[src/rtl/glm_rd_streamer.sv]
// glm_rd_streamer: streams a (base, count) job as single-line c0 reads and returns tagged response lines.
// Optional almFull statistics counter is built only when GLM_RD_STATS_EN is defined.
package glm_rd_streamer_pkg;
    typedef logic [41:0] t_ccip_clAddr;
    typedef logic [15:0] t_ccip_mdata;
    typedef enum logic [1:0] {eVC_VA = 2'h0, eVC_VL0 = 2'h1, eVC_VH0 = 2'h2, eVC_VH1 = 2'h3} t_ccip_vc;
    typedef enum logic [1:0] {eCL_LEN_1 = 2'h0, eCL_LEN_2 = 2'h1, eCL_LEN_4 = 2'h3} t_ccip_clLen;
    typedef enum logic [3:0] {eREQ_RDLINE_I = 4'h0, eREQ_RDLINE_S = 4'h1} t_ccip_c0_req;
    typedef enum logic [3:0] {eRSP_RDLINE = 4'h0, eRSP_UMSG = 4'h4} t_ccip_c0_rsp;

    typedef struct packed {
        t_ccip_vc     vc_sel;
        logic [1:0]   rsvd1;
        t_ccip_clLen  cl_len;
        t_ccip_c0_req req_type;
        logic [5:0]   rsvd0;
        t_ccip_clAddr address;
        t_ccip_mdata  mdata;
    } t_ccip_c0_ReqMemHdr;

    typedef struct packed {
        t_ccip_c0_ReqMemHdr hdr;
        logic               valid;
    } t_if_ccip_c0_Tx;

    typedef struct packed {
        t_ccip_vc     vc_used;
        logic         rsvd1;
        logic         hit_miss;
        logic [1:0]   rsvd0;
        logic [1:0]   cl_num;
        t_ccip_c0_rsp resp_type;
        t_ccip_mdata  mdata;
    } t_ccip_c0_RspMemHdr;

    typedef struct packed {
        t_ccip_c0_RspMemHdr hdr;
        logic [511:0]       data;
        logic               rspValid;
        logic               mmioRdValid;
        logic               mmioWrValid;
    } t_if_ccip_c0_Rx;
endpackage

module glm_rd_streamer
    import glm_rd_streamer_pkg::*;
#(
    parameter int MAX_OUTSTANDING = 64,
    parameter int CNT_W           = 32
) (
    input  logic             clk,
    input  logic             reset,
    input  logic             start,
    input  t_ccip_clAddr     base_addr,
    input  logic [CNT_W-1:0] num_lines,
    input  logic             c0TxAlmFull,
    output t_if_ccip_c0_Tx   c0Tx,
    input  t_if_ccip_c0_Rx   c0Rx,
    output logic             rd_valid,
    output logic [511:0]     rd_data,
    output logic [15:0]      rd_tag,
    output logic             busy,
    output logic             done,
    output logic [31:0]      stat_almfull_cycles
);
    localparam int OW = $clog2(MAX_OUTSTANDING) + 1;

    typedef enum logic [1:0] {IDLE, ISSUE, DRAIN} t_state;

    t_state           r_state, w_next;
    t_ccip_clAddr     r_base;
    logic [CNT_W-1:0] r_num, r_issued, r_received;
    logic [OW-1:0]    r_outstanding;
    logic             r_done, r_rd_valid;
    logic [511:0]     r_rd_data;
    logic [15:0]      r_rd_tag;
    t_if_ccip_c0_Tx   r_c0tx;
    logic             w_accept, w_issue, w_rsp, w_busy, w_more;

    always_ff @(posedge clk) begin
        if (reset) r_state <= IDLE;
        else r_state <= w_next;
    end

    always_comb begin
        w_next = r_state;
        unique case (r_state)
            IDLE:    w_next = (w_accept && num_lines != '0) ? ISSUE : IDLE;
            ISSUE:   w_next = (w_issue && r_issued + CNT_W'(1) == r_num) ? DRAIN : ISSUE;
            DRAIN:   w_next = (r_received == r_num) ? IDLE : DRAIN;
            default: w_next = IDLE;
        endcase
    end

    // Responses are only accepted while a job is live; stale lines after reset are dropped.
    always_comb begin
        w_busy   = r_state != IDLE;
        w_more   = r_issued < r_num;
        w_accept = start && !w_busy;
        w_issue  = r_state == ISSUE && !c0TxAlmFull && r_outstanding < OW'(MAX_OUTSTANDING) && w_more;
        w_rsp    = w_busy && c0Rx.rspValid && c0Rx.hdr.resp_type == eRSP_RDLINE;
    end

    always_ff @(posedge clk) begin
        if (reset) begin
            r_base        <= '0;
            r_num         <= '0;
            r_issued      <= '0;
            r_received    <= '0;
            r_outstanding <= '0;
            r_done        <= 1'b0;
            r_c0tx        <= '0;
            r_rd_valid    <= 1'b0;
            r_rd_data     <= '0;
            r_rd_tag      <= '0;
        end else begin
            if (w_accept) begin
                r_base        <= base_addr;
                r_num         <= num_lines;
                r_issued      <= '0;
                r_received    <= '0;
                r_outstanding <= '0;
                r_done        <= num_lines == '0;
            end else begin
                if (w_issue) r_issued <= r_issued + CNT_W'(1);
                if (w_rsp) r_received <= r_received + CNT_W'(1);
                r_outstanding <= r_outstanding + OW'(w_issue) - OW'(w_rsp);
                if (r_state == DRAIN && r_received == r_num) r_done <= 1'b1;
            end
            r_c0tx.valid <= w_issue;
            if (w_issue) begin
                r_c0tx.hdr <= '{
                    vc_sel:   eVC_VA,
                    rsvd1:    '0,
                    cl_len:   eCL_LEN_1,
                    req_type: eREQ_RDLINE_I,
                    rsvd0:    '0,
                    address:  r_base + 42'(r_issued),
                    mdata:    16'(r_issued)
                };
            end
            r_rd_valid <= w_rsp;
            if (w_rsp) begin
                r_rd_data <= c0Rx.data;
                r_rd_tag  <= c0Rx.hdr.mdata;
            end
        end
    end

`ifdef GLM_RD_STATS_EN
    logic [31:0] r_stat;

    always_ff @(posedge clk) begin
        if (reset || w_accept) r_stat <= '0;
        else if (r_state == ISSUE && c0TxAlmFull && w_more && r_stat != '1) r_stat <= r_stat + 32'd1;
    end

    assign stat_almfull_cycles = r_stat;
`else
    assign stat_almfull_cycles = '0;
`endif

    assign c0Tx     = r_c0tx;
    assign rd_valid = r_rd_valid;
    assign rd_data  = r_rd_data;
    assign rd_tag   = r_rd_tag;
    assign busy     = w_busy;
    assign done     = r_done;
endmodule

[config.mk]
export PLATFORM = sky130hd
export DESIGN_NAME = glm_rd_streamer
export DESIGN_NICKNAME = d
export VERILOG_FILES = /design/src/rtl/glm_rd_streamer.sv
export SDC_FILE = /design/constraint.sdc
export NUM_CORES = 2
export LEC_CHECK = 0
export CORE_AREA = 2 2 489 491
export DETAILED_ROUTE_END_ITERATION = 12
export DIE_AREA = 0 0 491 493
export HOLD_SLACK_MARGIN = 0.12
export PLACE_DENSITY = 0.43
export SLEW_MARGIN = 40
export SYNTH_ARGS = -nofsm -noshare
export SYNTH_HDL_FRONTEND = slang
export SYNTH_SLANG_ARGS = --single-unit
[constraint.sdc]
create_clock -name clk -period 8.4 [get_ports clk]
set_clock_uncertainty 0.1 [all_clocks]
set_input_delay 1.26 -clock clk [delete_from_list [all_inputs] [get_ports clk]]
set_output_delay 1.26 -clock clk [all_outputs]
set_load 0.05 [all_outputs]
==> results by group <==
Run status
  • Status: finished clean

Yosys
  • Post-synth ARST share: 0
  • Yosys warnings: 0
  • Seq/Total Area, Yosys: 0.489
  • #FFs+latches synth: ~740
  • Mapped cell area: around 30000 sq um
  • Mean Syn Cell Area: about 7.8 sq um
  • Most used DFF post-synth: dfxtp_1
  • Count of different cell masters after synthesis: just over 70
  • Cells after Synth: between 3000 and 4000
  • Post-synth EDFFs: 0

Placed design
  • Gpl congestion: roughly 0.95
  • PortBufs: 1200
  • Final HPWL DP: about 180 mm

Critical path
  • Reg2reg setup slack: ~3.8 ns
  • CP startpoint: c0TxAlmFull
  • Worst setup endpoint: r_outstanding[6]$_SDFF_PP0_
  • Crit-path max FO: 31
  • Crit path kind: in -> reg
  • Reg2reg end: r_outstanding[6]$_SDFF_PP0_
  • Nature of the critical path startpoint: primary input
  • WP data required: 8.92 ns
  • R2r startpoint: r_issued[14]$_SDFFE_PP0P_
  • R2R cell count: 20
  • Critical path arrival: ~5.3 ns
  • CP Capture Type: flip-flop

Floorplan
  • Initial cell density of the core: 0.127
  • # rows: between 150 and 200
  • DIE WIDTH: approximately 490 um
  • Die area: ~240000 sq um
  • Core ar.: about 240000 sq um
  • # IOs: 1259
  • Chip height: a little under 500 um

Pwr
  • Switch share: 0.261
  • Pwr dens: around 190 nW/um^2
  • Overall power: roughly 9.5 mW
  • Leakage power: between 15 and 20 nW
  • Clock share of power: 0.528
  • Logic pwr share: 0.094
  • Peak supply drop: between 150 and 200 uV
  • P_int: slightly above 7 mW
  • Sequential group share of total power: 0.378
  • Sw power: 2.49 mW

Layout
  • Area growth syn-to-layout: 63.0%
  • Layout cells sized above 1: 0.0533
  • Most frequent cells in the layout: nand2_1 (1348), clkdlybuf4s50_1 (1167), dfxtp_1 (736)
  • Fin nets: approximately 5600
  • Final core utilization: 0.207
  • Fillcell total: ~27000
  • Most common cell after layout, fill and taps aside: nand2_1

Timing
  • Final Hold Viols: 0
  • Slew margin rel.: 0.355
  • Slew @ Worst Pin: 0.967 ns
  • RSZ-0062 raised after global routing: no
  • Tcrit/Tclk final: 0.572
  • Tmin final: 4.81 ns
  • Endpoints failing setup: 0
  • Final setup TNS: 0 ns
  • Peak Freq: roughly 0.21 GHz
  • Max-slew violation count: 0

Global routing
  • Grt ovf: 0
  • Vias in the first global route: 30874
  • Largest net degree at the start of global routing: ~170
  • First-pass GRT wire length: around 290 mm
  • Initial antenna violation count: 154
  • GRT Overall Usage: 0.178

Worst hold path
  • Type of the worst min-delay path: reg -> reg

CTS
  • Setup Fix Bufs, Post-CTS: 0
  • CTS H-Tree Depth: 3
  • Clock sink count: approximately 740
  • CTS resizes: 0
  • Clock slew at reported path FFs: roughly 0.06 ns
  • CTS tree: yes
  • CTS root buffer: clkbuf_16
  • Hold Buf Count CTS: 0
  • Longest Clk Path Bufs: 3
  • Clk_lat worst skew: between 0.7 and 0.8 ns
  • CTS buffer count: 104

Drt
  • Pre-Repair DR Iteration Count: 6
  • DRT iter0 DRCs: ~1700
  • Drt total wl: 224 mm
  • Drt drc: 0
  • DRT antenna net count: 0
  • Vias per cell: around 3.9
  • Total number of vias: 31782
  • WL per Instance: roughly 27 um

Flow run
  • Max Cap Viol: 0
==> state kept, by name, indices dropped and copies added (netlist names) <==
register / cells
r_state: 2
r_issued: 32
rd_tag: 16
rd_valid: 1
c0Tx: 59
r_base: 42
r_received: 32
rd_data: 512
r_num: 32
r_outstanding: 7
done: 1
==> stage by stage <==
| stage | hold slack [ns] | worst slack, ns | cells | area [sq um] |
|---|---|---|---|---|
| finish | 0.349 | 3.59 | 8236 | 49100 |
| global route | 0.363 | 3.31 | 8213 | 49100 |
| CTS | 0.351 | 3.69 | 8207 | 49100 |
| detailed placement | 0.345 | 2.87 | 8011 | 45200 |
| global placement | 0.341 | 2.69 | 8008 | 45200 |
| floorplan | 0.341 | 3.59 | 3911 | 30300 |
==> critical path, stage by stage <==
cell and delay, ns:
clkdlybuf4s50_1 0.45, or4b_1 0.53, a211o_1 0.29, a221oi_2 0.24, o211ai_1 0.20, o21ai_4 0.15, buf_4 0.38, inv_2 0.08
ha_1 0.30, inv_1 0.06, ha_1 0.16, inv_1 0.06, fa_1 0.37, nor2b_1 0.16, o21ai_0 0.10, nand2b_1 0.13
a21o_1 0.12, a21oi_1 0.07, xnor2_1 0.15, nor2_1 0.05
==> how the worst min path moves through the flow <==
stage	slack (ns)	cells past startpoint	to	startpoint
6_report	0.35	2	c0Tx[36]$_SDFFE_PP0P_	c0Tx[36]$_SDFFE_PP0P_
3_5_place_dp	0.34	2	c0Tx[22]$_SDFFE_PP0P_	c0Tx[22]$_SDFFE_PP0P_
4_1_cts	0.35	2	c0Tx[22]$_SDFFE_PP0P_	c0Tx[22]$_SDFFE_PP0P_
2_1_floorplan	0.34	2	r_base[0]$_SDFFE_PP0P_	r_base[0]$_SDFFE_PP0P_
5_1_grt	0.36	2	rd_data[78]$_SDFFE_PP0P_	rd_data[78]$_SDFFE_PP0P_
3_3_place_gp	0.34	2	rd_data[220]$_SDFFE_PP0P_	rd_data[220]$_SDFFE_PP0P_
==> cell type report <==
| class | count | area [sq um] | area share |
|---|---|---|---|
| Timing Repair Buffer | 1233 | 12300 | 0.250 |
| Clock inverter | 53 | 870 | 0.0177 |
| Inverter | 68 | 263 | 0.00535 |
| Antenna cell | 26 | 65.1 | 0.00132 |
| Clock buffer | 143 | 3000 | 0.0611 |
| Tap cell | 3167 | 3960 | 0.0806 |
| Multi-Input combinational cell | 2810 | 14000 | 0.285 |
| Sequential cell | 736 | 14700 | 0.300 |
==> per-layer routing <==
layer / track usage / up-vias / wire [um]
met2: 0.324 / 1151 / 114000
met5: 0 / - / 795
met3: 0.0819 / 452 / 22800
li1: - / 14891 / -
met1: 0.184 / 15166 / 80400
met4: 0.0393 / 122 / 6470
==> power groups by stage <==
stage,Sequential [mW],Combinational [mW],Clock [mW]
floorplan,3.75,0.332,0
global placement,3.68,0.903,0
detailed placement,3.68,0.908,0
CTS,3.61,0.913,5.24
global route,3.61,0.964,5.35
finish,3.60,0.900,5.03
==> cell families (layout without fill, tap and decap cells) <==
group	count (synthesis)	count (layout)	synth area share
mux	3	3	0.000996
simple gates	1674	1674	0.228
buf+inv	365	1497	0.0540
other cells	1	74	0.000124
compound gates	852	852	0.151
fa+ha+maj	75	75	0.0316
flops	736	736	0.489
xor+xnor	158	158	0.0459
==> synth_stat cells, types with 5 or more instances <==
cell,count,share of area
nor3b_1,5,0.0012
buf_1,11,0.0014
nor4_1,23,0.0048
o21bai_1,5,0.0012
nor2_1,122,0.015
buf_4,49,0.012
inv_1,66,0.0082
clkbuf_1,216,0.027
xnor2_1,77,0.022
nand3_1,36,0.0060
nand4_1,29,0.0060
a21oi_1,701,0.12
a211oi_1,18,0.0045
o21ai_0,46,0.0076
and3_1,14,0.0029
a311oi_1,7,0.0020
dfxtp_1,736,0.49
nand2_1,1350,0.17
nor2b_1,7,0.0015
buf_2,14,0.0023
or3_1,23,0.0048
and4_1,7,0.0020
o211ai_1,8,0.0020
a31oi_1,9,0.0019
a21o_1,24,0.0060
and2_1,6,0.0012
xor2_1,81,0.024
nor3_1,20,0.0033
nand2b_1,11,0.0023
ha_1,73,0.030
(Power assumes the default switching activity.)
